## config.mk

```make
export PLATFORM = sky130hd
export DESIGN_NAME = sound_engine_flat
export DESIGN_NICKNAME = d
export VERILOG_FILES = /design/src/rtl/sound_engine_if.sv /design/src/rtl/sound_engine.sv /design/src/flat_wrapper.sv
export SDC_FILE = /design/constraint.sdc
export NUM_CORES = 1
export LEC_CHECK = 0
export BUFFER_PORTS_ARGS = -buffer_cell sky130_fd_sc_hd__buf_2
export CAP_MARGIN = 20
export CORE_MARGIN = 8
export CORE_UTILIZATION = 61
export DETAILED_ROUTE_END_ITERATION = 6
export PLACE_DENSITY = 0.79
export SLEW_MARGIN = 15
export SYNTH_ARGS = -nofsm -noshare
export SYNTH_HDL_FRONTEND = slang
export SYNTH_SLANG_ARGS = --single-unit
export TNS_END_PERCENT = 1
```

## constraint.sdc

```tcl
create_clock -name clk -period 6.2 [get_ports clk]
set_input_delay 1.24 -clock clk [delete_from_list [all_inputs] [get_ports clk]]
set_output_delay 1.24 -clock clk [all_outputs]
set_load 0.005 [all_outputs]
```

## src/rtl/sound_engine_if.sv

```systemverilog
// sound_engine_if: groups the game-side event/mute inputs and the speaker/status
// outputs of sound_engine into one bundle.
//   ev        : N_EV one-cycle event pulses (bit N_EV-1 = highest priority)
//   mute      : silences the speaker line without touching tone timing
//   sound     : registered square-wave speaker drive
//   busy      : high while a tone plays
//   active_id : index of the playing event, 0 when idle
//   dbg_state : FSM state for observation (0 = IDLE, 1 = TONE)
// Handshake: ev is fire-and-forget; a set bit in the cycle before an edge is a
// trigger at that edge; there is no ready/back-pressure, rejected pulses are lost.
// Modports: master = game logic side, slave = sound engine side.
interface sound_engine_if #(
   parameter int N_EV = 3,
   parameter int IDW  = (N_EV > 1) ? $clog2(N_EV) : 1
);
   logic [N_EV-1:0] ev;
   logic            mute;
   logic            sound;
   logic            busy;
   logic [IDW-1:0]  active_id;
   logic            dbg_state;

   modport master (
      output ev, mute,
      input  sound, busy, active_id, dbg_state
   );

   modport slave (
      input  ev, mute,
      output sound, busy, active_id, dbg_state
   );
endinterface

```

## src/rtl/sound_engine.sv

```systemverilog
// sound_engine: prioritised, preemptive square-wave tone generator for game events.
// Each event i plays a tone of half-period HALF_PERIODS[i] for DURATIONS[i] cycles;
// events flagged in TWO_NOTE drop an octave (double half-period) halfway through.
// Ports:
//   clk : system clock
//   rst : asynchronous active-low reset
//   bus : sound_engine_if.slave (ev, mute in; sound, busy, active_id, dbg_state out)
module sound_engine #(
   parameter int                       N_EV         = 3,
   parameter int                       HP_W         = 16,
   parameter int                       DUR_W        = 24,
   parameter logic [N_EV*HP_W-1:0]     HALF_PERIODS = {16'd8, 16'd5, 16'd3},
   parameter logic [N_EV*DUR_W-1:0]    DURATIONS    = {24'd40, 24'd30, 24'd20},
   parameter logic [N_EV-1:0]          TWO_NOTE     = 3'b100
) (
   input  logic          clk,
   input  logic          rst,
   sound_engine_if.slave bus
);
   localparam int IDW = (N_EV > 1) ? $clog2(N_EV) : 1;
   localparam int HPX = HP_W + 1;

   typedef enum logic [0:0] {IDLE = 1'b0, TONE = 1'b1} state_t;

   state_t           state;
   logic [IDW-1:0]   active_id;
   logic             busy;
   logic             phase;
   logic             note;       // 0 = first note, 1 = second (lower) note
   logic             sound;
   logic [HPX-1:0]   hp_cnt;
   logic [DUR_W-1:0] dur_cnt;

   // Arbitration: highest set ev bit wins.
   logic [IDW-1:0]   win_id;
   logic             any_ev;
   always_comb begin
      win_id = '0;
      for (int i = 0; i < N_EV; i++) begin
         if (bus.ev[i]) win_id = IDW'(i);
      end
      any_ev = |bus.ev;
   end

   // Lower-priority events than the playing one are dropped; equal retriggers.
   logic accept;
   assign accept = any_ev && ((state == IDLE) || (win_id >= active_id));

   // Per-event constants of the playing tone.
   logic [HP_W-1:0]  hp_base;
   logic [DUR_W-1:0] dur_sel;
   logic             two_sel;
   always_comb begin
      hp_base = HALF_PERIODS[HP_W-1:0];
      dur_sel = DURATIONS[DUR_W-1:0];
      two_sel = TWO_NOTE[0];
      for (int i = 0; i < N_EV; i++) begin
         if (active_id == IDW'(i)) begin
            hp_base = HALF_PERIODS[i*HP_W +: HP_W];
            dur_sel = DURATIONS[i*DUR_W +: DUR_W];
            two_sel = TWO_NOTE[i];
         end
      end
   end

   // Second note doubles the half-period; the extra bit keeps it overflow-free.
   logic [HPX-1:0]   hp_last;
   logic [DUR_W-1:0] dur_last;
   logic [DUR_W-1:0] half_last;
   assign hp_last   = (note ? {hp_base, 1'b0} : {1'b0, hp_base}) - HPX'(1);
   assign dur_last  = dur_sel - DUR_W'(1);
   assign half_last = (dur_sel >> 1) - DUR_W'(1);

   // sound is registered from the next-state phase so it lines up with busy.
   always_ff @(posedge clk or negedge rst) begin
      if (!rst) begin
         state     <= IDLE;
         active_id <= '0;
         busy      <= 1'b0;
         phase     <= 1'b0;
         note      <= 1'b0;
         sound     <= 1'b0;
         hp_cnt    <= '0;
         dur_cnt   <= '0;
      end else if (accept) begin
         // Start or restart; a trigger also wins over a same-cycle tone end.
         state     <= TONE;
         active_id <= win_id;
         busy      <= 1'b1;
         phase     <= 1'b1;
         note      <= 1'b0;
         sound     <= ~bus.mute;
         hp_cnt    <= '0;
         dur_cnt   <= '0;
      end else begin
         case (state)
            TONE: begin
               if (dur_cnt == dur_last) begin
                  state     <= IDLE;
                  active_id <= '0;
                  busy      <= 1'b0;
                  phase     <= 1'b0;
                  note      <= 1'b0;
                  sound     <= 1'b0;
                  hp_cnt    <= '0;
                  dur_cnt   <= '0;
               end else begin
                  dur_cnt <= dur_cnt + DUR_W'(1);
                  if (two_sel && !note && (dur_cnt == half_last)) begin
                     // Next cycle is dur_cnt == DUR/2: second note starts high.
                     note   <= 1'b1;
                     phase  <= 1'b1;
                     sound  <= ~bus.mute;
                     hp_cnt <= '0;
                  end else if (hp_cnt == hp_last) begin
                     phase  <= ~phase;
                     sound  <= ~phase & ~bus.mute;
                     hp_cnt <= '0;
                  end else begin
                     sound  <= phase & ~bus.mute;
                     hp_cnt <= hp_cnt + HPX'(1);
                  end
               end
            end
            default: begin
               sound <= 1'b0;
            end
         endcase
      end
   end

   assign bus.sound     = sound;
   assign bus.busy      = busy;
   assign bus.active_id = active_id;
   assign bus.dbg_state = (state == TONE);
endmodule

```

## src/flat_wrapper.sv

```systemverilog
// flat-port wrapper written by rule: the top's interface ports become plain ports
module sound_engine_flat 
#(
   parameter int                       N_EV         = 3,
   parameter int                       HP_W         = 16,
   parameter int                       DUR_W        = 24,
   parameter logic [N_EV*HP_W-1:0]     HALF_PERIODS = {16'd8, 16'd5, 16'd3},
   parameter logic [N_EV*DUR_W-1:0]    DURATIONS    = {24'd40, 24'd30, 24'd20},
   parameter logic [N_EV-1:0]          TWO_NOTE     = 3'b100
)
  (clk, rst, bus_ev, bus_mute, bus_sound, bus_busy, bus_active_id, bus_dbg_state);
  sound_engine_if #(.N_EV(N_EV)) bus_i ();
  input  logic clk;
  input  logic rst;
  input wire logic [$bits(bus_i.ev)-1:0] bus_ev;
  input wire logic [$bits(bus_i.mute)-1:0] bus_mute;
  output wire logic [$bits(bus_i.sound)-1:0] bus_sound;
  output wire logic [$bits(bus_i.busy)-1:0] bus_busy;
  output wire logic [$bits(bus_i.active_id)-1:0] bus_active_id;
  output wire logic [$bits(bus_i.dbg_state)-1:0] bus_dbg_state;
  assign bus_i.ev = bus_ev;
  assign bus_i.mute = bus_mute;
  assign bus_sound = bus_i.sound;
  assign bus_busy = bus_i.busy;
  assign bus_active_id = bus_i.active_id;
  assign bus_dbg_state = bus_i.dbg_state;
  sound_engine #(.N_EV(N_EV), .HP_W(HP_W), .DUR_W(DUR_W), .HALF_PERIODS(HALF_PERIODS), .DURATIONS(DURATIONS), .TWO_NOTE(TWO_NOTE)) u_core (.clk(clk), .rst(rst), .bus(bus_i));
endmodule
```

== Word-level counts from Yosys, hierarchy flattened ==
Index checks and enable logic that the tools add are counted.

* Register bits: 48
* Bits of input ports: 6
* Output and inout port bits: 5
* Word-level logic and storage cells: 76

* Add/sub/neg operators: 5
* Order comparisons: 1
* Eq/ne operators: 5
* Multiplexer cells: 39
* Bitwise logic cells: 5
* Reduce and logical (&&, ||, !) cells: 13

{| class="wikitable"
|+ Operators by type and width
! kind !! number
|-
| $mux W24 || 4
|-
| $mux W17 || 5
|-
| $eq A24 B24 Y1 || 2
|-
| $add A24 B1 Y24 const B || 1
|-
| $sub A23 B1 Y24 const B || 1
|-
| $sub A24 B1 Y24 const B || 1
|-
| $mux W1 || 22
|-
| $add A17 B1 Y17 const B || 1
|-
| $eq A17 B17 Y1 || 1
|-
| $sub A17 B1 Y17 const B || 1
|-
| $mux W2 || 4
|-
| $mux W4 || 2
|-
| $reduce_and A2 Y1 || 3
|-
| $mux W5 || 1
|-
| $reduce_bool A2 Y1 || 2
|-
| $reduce_bool A4 Y1 || 1
|-
| $logic_and A1 B1 Y1 || 3
|-
| $mux W3 || 1
|-
| $not A1 Y1 || 3
|-
| $reduce_bool A3 Y1 || 1
|-
| $reduce_or A3 Y1 || 1
|-
| $and A1 B1 Y1 || 2
|-
| $eq A2 B1 Y1 const B || 1
|-
| $eq A2 B2 Y1 const B || 1
|-
| other kinds (3) || 3
|}

== Longest topological paths before layout ==
* Depth in word-level cells: 11
* Gate-level depth with buffers: 11
* Mapped depth without buffers: 9

== Worst setup path after synthesis ==
No wires, ideal clock.

* Path type: input to register
* From: input bus_ev[2]
* To: register u_core.phase
* Data arrival time: 2.927 ns
* Setup slack: 3.148 ns
* Stages: 9
* Cell sequence: inv_1 -> nand2_1 -> ha_1 -> nand2b_1 -> a211oi_1 -> or2_2 -> clkbuf_1 -> o21ai_0 -> mux2_4

* Word-level cells in the longest chain between the ends: 6
* Elaborated cells on any way between the ends: 9
* Classes of those cells: order compare: 1; mux: 2; reduce/logical: 6

{| class="wikitable"
|+ RTL lines
! item !! line !! RTL
|-
| start: declaration || flat_wrapper.sv:15 || <nowiki>input wire logic [$bits(bus_i.ev)-1:0] bus_ev;</nowiki>
|-
| $mux W2 || sound_engine.sv:40 || <nowiki>if (bus.ev[i]) win_id = IDW'(i);</nowiki>
|-
| $ge A2 B2 Y1 || sound_engine.sv:47 || <nowiki>assign accept = any_ev && ((state == IDLE) || (win_id >= active_id));</nowiki>
|-
| $logic_or A1 B1 Y1 || sound_engine.sv:47 ||
|-
| $logic_and A1 B1 Y1 (*) || sound_engine.sv:47 ||
|-
| $reduce_bool A4 Y1 (no line) or $reduce_bool A2 Y1 (tied branches) || -- ||
|-
| $reduce_and A2 Y1 (no line) || -- ||
|-
| end signal: assignment || sound_engine.sv:116 || <nowiki>phase <= ~phase;</nowiki>
|-
| end: declaration || sound_engine.sv:28 || <nowiki>logic phase;</nowiki>
|}

Mark *: on every way between the ends. The rest lies on a longest branch, timed or not.
A chain may end at the register's enable or synchronous reset.

== Worst setup path after layout ==
* From: input bus_ev[2]
* To: register u_core.busy (netlist: u_core.bus.busy)

* Word-level cells in the longest chain between the ends: 6
* Elaborated cells on any way between the ends: 9
* Classes of those cells: order compare: 1; mux: 2; reduce/logical: 6

{| class="wikitable"
|+ RTL lines
! item !! line !! RTL
|-
| $mux W2 || sound_engine.sv:40 ||
|-
| $ge A2 B2 Y1 || sound_engine.sv:47 ||
|-
| $logic_or A1 B1 Y1 || sound_engine.sv:47 ||
|-
| $logic_and A1 B1 Y1 (*) || sound_engine.sv:47 ||
|-
| $reduce_bool A2 Y1 (no line) || -- ||
|-
| $reduce_and A2 Y1 (no line) || -- ||
|-
| end signal: assignment || sound_engine.sv:79 || <nowiki>busy <= 1'b0;</nowiki>
|-
| end signal: assignment || sound_engine.sv:89 || <nowiki>busy <= 1'b1;</nowiki>
|-
| end signal: assignment || sound_engine.sv:101 || <nowiki>busy <= 1'b0;</nowiki>
|-
| end: declaration || sound_engine.sv:27 || <nowiki>logic busy;</nowiki>
|}

Marked as above.

==> results.txt <==
Die Y = 84.33 um
Slew HR = 34.95%
Sw Share = 37.89%
clock power share = 20.4%
count of different cell masters after synthesis = 46
Die W = 84.33 um
nets@finish = 332
clock sink count = 48
part of the power in registers = 40.4%
Via Count = 2195
IO Count = 11
clock latency on the worst-skew pair = 300 ps
crit path capture type = flip-flop
# fillers = 382
clock root buffer = clkbuf_8
final WL = 5618 um
P&R area growth vs syn = 5.316%
Internal = 584.1 uW
setup ws final = 2906 ps
sw power = 356.4 uW
Starting Density = 61.93%
total negative slack = 0 ps
n_diodes = 0
initial antenna violation count = 0
commonest non-fill, non-tap cell in the layout = dfrtp_1
CTS H-tree depth = 2
setup bufs post-CTS = 0
fin crit share = 53.13%
clock-pin slew on the worst setup and hold paths = 80 ps
Hold Path Class = reg2reg
fin area = 2999 sq um
Storage cell area = 1201 sq um
Syn Nets = 329
TritonCTS Buffers = 5
CP max FO = 26
DRT iter0 DRCs = 92
flops & latches, synth = 48
final hold violation count = 0
CP Data Required Time = 6410 ps
YS warnings = 0
Layout Cells excl Fill = 373
Comb power frac = 39.2%
fraction of layout cells with a size suffix above 1 = 7.524%
Max Clk Rate = 0.3036 GHz
first-pass GRT wire length = 10040 um
CTS tree = done
CP Launch Type = primary input
Detailed Place HPWL = 3930 um
placed cells = 365
CTS resizes = 0
post-route ant nets = 0
VDD IR max = 0.2049 mV
Primary FF master, synth = dfrtp_1
clk_skew = 8.211 ps
Seq/Total Area, Yosys = 42.18%
Synth async-reset ratio = 100.0%
min cycle time layout = 3294 ps
mapped cell area = 2848 sq um
largest net degree at the start of global routing = 49
vias in the first global route = 2184
area post-placement = 2903 sq um
status = complete, no violations
crit path DAT = 3510 ps
total grt overflow = 0
post-layout util = 65.22%
EDFF count, synth = 0
CTS Hold Bufs = 0
final setup vio count = 0
drt wl/cell = 15.06 um
pwr/cell area = 313.6 nW/um^2
area of the core = 4598 sq um
Core Rows = 25
IO Port Bufs = 10
via-per-instance ratio = 5.885
max cap viols = 0
DRT Pass-1 Iters = 4
WS Path Type = in2reg
area of the multi-input gates = 1520 sq um
Lkg Pwr = 1.257 nW
Max Root-Sink Buffers = 2
RSZ-0062 raised after global routing = false
die area = 7111 sq um
Routability Congestion = 0.9020
Slew @ Worst Pin = 969.2 ps
synthesized area per cell = 9.040 sq um
All-Layer GR Usage = 16.75%
worst hold slack = 535.5 ps
DRC = 0
total power = 940.5 uW
Gate Count Post-Synth = 315
pre-CTS WS = 2637 ps
Final Max Tran Viols = 0
most frequent cells in the layout = dfrtp_1 (48), nor2_1 (45), xnor2_1 (26)
## state kept, by name, summed over array words and instances (netlist names)
name	count
u_core.bus.active_id	2
u_core.bus.busy	1
u_core.bus.dbg_state	1
u_core.bus.sound	1
u_core.dur_cnt	24
u_core.hp_cnt	17
u_core.note	1
u_core.phase	1
## final timing paths
| kind | from | end | slack (ps) | depth (start not counted) |
|---|---|---|---|---|
| setup / recovery | bus_ev[2] | u_core.bus.busy$_DFFE_PN0P_ | 2910 | 10 |
| hold / removal | u_core.bus.busy$_DFFE_PN0P_ | u_core.bus.busy$_DFFE_PN0P_ | 540 | 2 |
| setup reg to reg | u_core.bus.active_id[0]$_DFFE_PN0P_ | u_core.phase$_DFFE_PN0P_ | 3030 | 8 |
| hold reg to reg | u_core.bus.busy$_DFFE_PN0P_ | u_core.bus.busy$_DFFE_PN0P_ | 540 | 2 |
| max in group asynchronous | rst | u_core.dur_cnt[1]$_DFFE_PN0P_ | 4840 | 1 |
| min in group asynchronous | rst | u_core.dur_cnt[6]$_DFFE_PN0P_ | 920 | 1 |
## final cells by class
| type | instances | area share, % |
|---|---|---|
| multi-input combinational | 237 | 50.69 |
| clock buffer | 7 | 2.879 |
| timing repair buffer | 11 | 2.003 |
| clock inverter | 1 | 0.2503 |
| sequential | 48 | 40.05 |
| tap | 54 | 2.253 |
| inverter | 15 | 1.877 |
## power by group through the flow
stage / logic (mW) / clock network [mW] / registers (mW)
2_1_floorplan: 0.315 / 0 / 0.374
3_3_place_gp: 0.355 / 0 / 0.384
3_5_place_dp: 0.367 / 0 / 0.384
4_1_cts: 0.370 / 0.198 / 0.379
5_1_grt: 0.416 / 0.211 / 0.384
6_report: 0.369 / 0.192 / 0.380
## critical path, cell delays in order
cell	delay, ps
buf_2	130
inv_1	70
nand2_1	80
ha_1	270
nand2b_1	140
a211oi_1	450
nor2_1	190
a21o_1	200
and2_1	460
o21ai_0	270
## metal layers
| layer | routed length, um | global-route usage [%] | part of all wire, % | vias to the layer above |
|---|---|---|---|---|
| met2 | 2816 | 28.55 | 50 | 36 |
| met5 | 0 | 0 | 0 | - |
| met4 | 65 | 4.239 | 1.2 | 0 |
| met1 | 2587 | 21.02 | 46 | 1050 |
| met3 | 148 | 3.291 | 2.6 | 9 |
| li1 | - | - | - | 1100 |
## cell usage after synthesis (2+ instances only)
master,n,area [sq um]
nor2b_1,4,25.02
clkbuf_1,9,33.78
and3_1,5,31.28
or3_1,2,12.51
o21ai_0,8,40.04
a21boi_0,2,15.01
nand4_1,8,50.05
nand2_1,22,82.58
nor4_1,10,62.56
ha_1,8,100.1
nor3_1,11,55.05
nand4b_1,4,35.03
xnor2_1,26,227.7
or4_1,3,22.52
nand3_1,23,115.1
a21o_1,2,15.01
buf_6,2,22.52
nor2_1,45,168.9
buf_2,4,20.02
and2_1,3,18.77
a41oi_1,3,26.28
dfrtp_1,48,1201
and4_1,2,17.52
nand2b_1,3,18.77
nor4b_1,2,17.52
inv_1,15,56.30
xor2_1,13,113.9
o22ai_1,5,31.28
mux2i_1,4,40.04
a21oi_1,3,15.01
## kinds of logic (layout without fill, tap and decap cells)
logic type / Yosys count / in the layout / share of synthesized area [%]
simple gates: 152 / 152 / 27.33
mux: 6 / 6 / 2.329
xor+xnor: 39 / 39 / 11.99
compound gates: 32 / 32 / 7.997
buf+inv: 30 / 34 / 4.657
flops: 48 / 48 / 42.18
fa+ha+maj: 8 / 8 / 3.515
No activity file was read; power rests on OpenSTA's default activity.
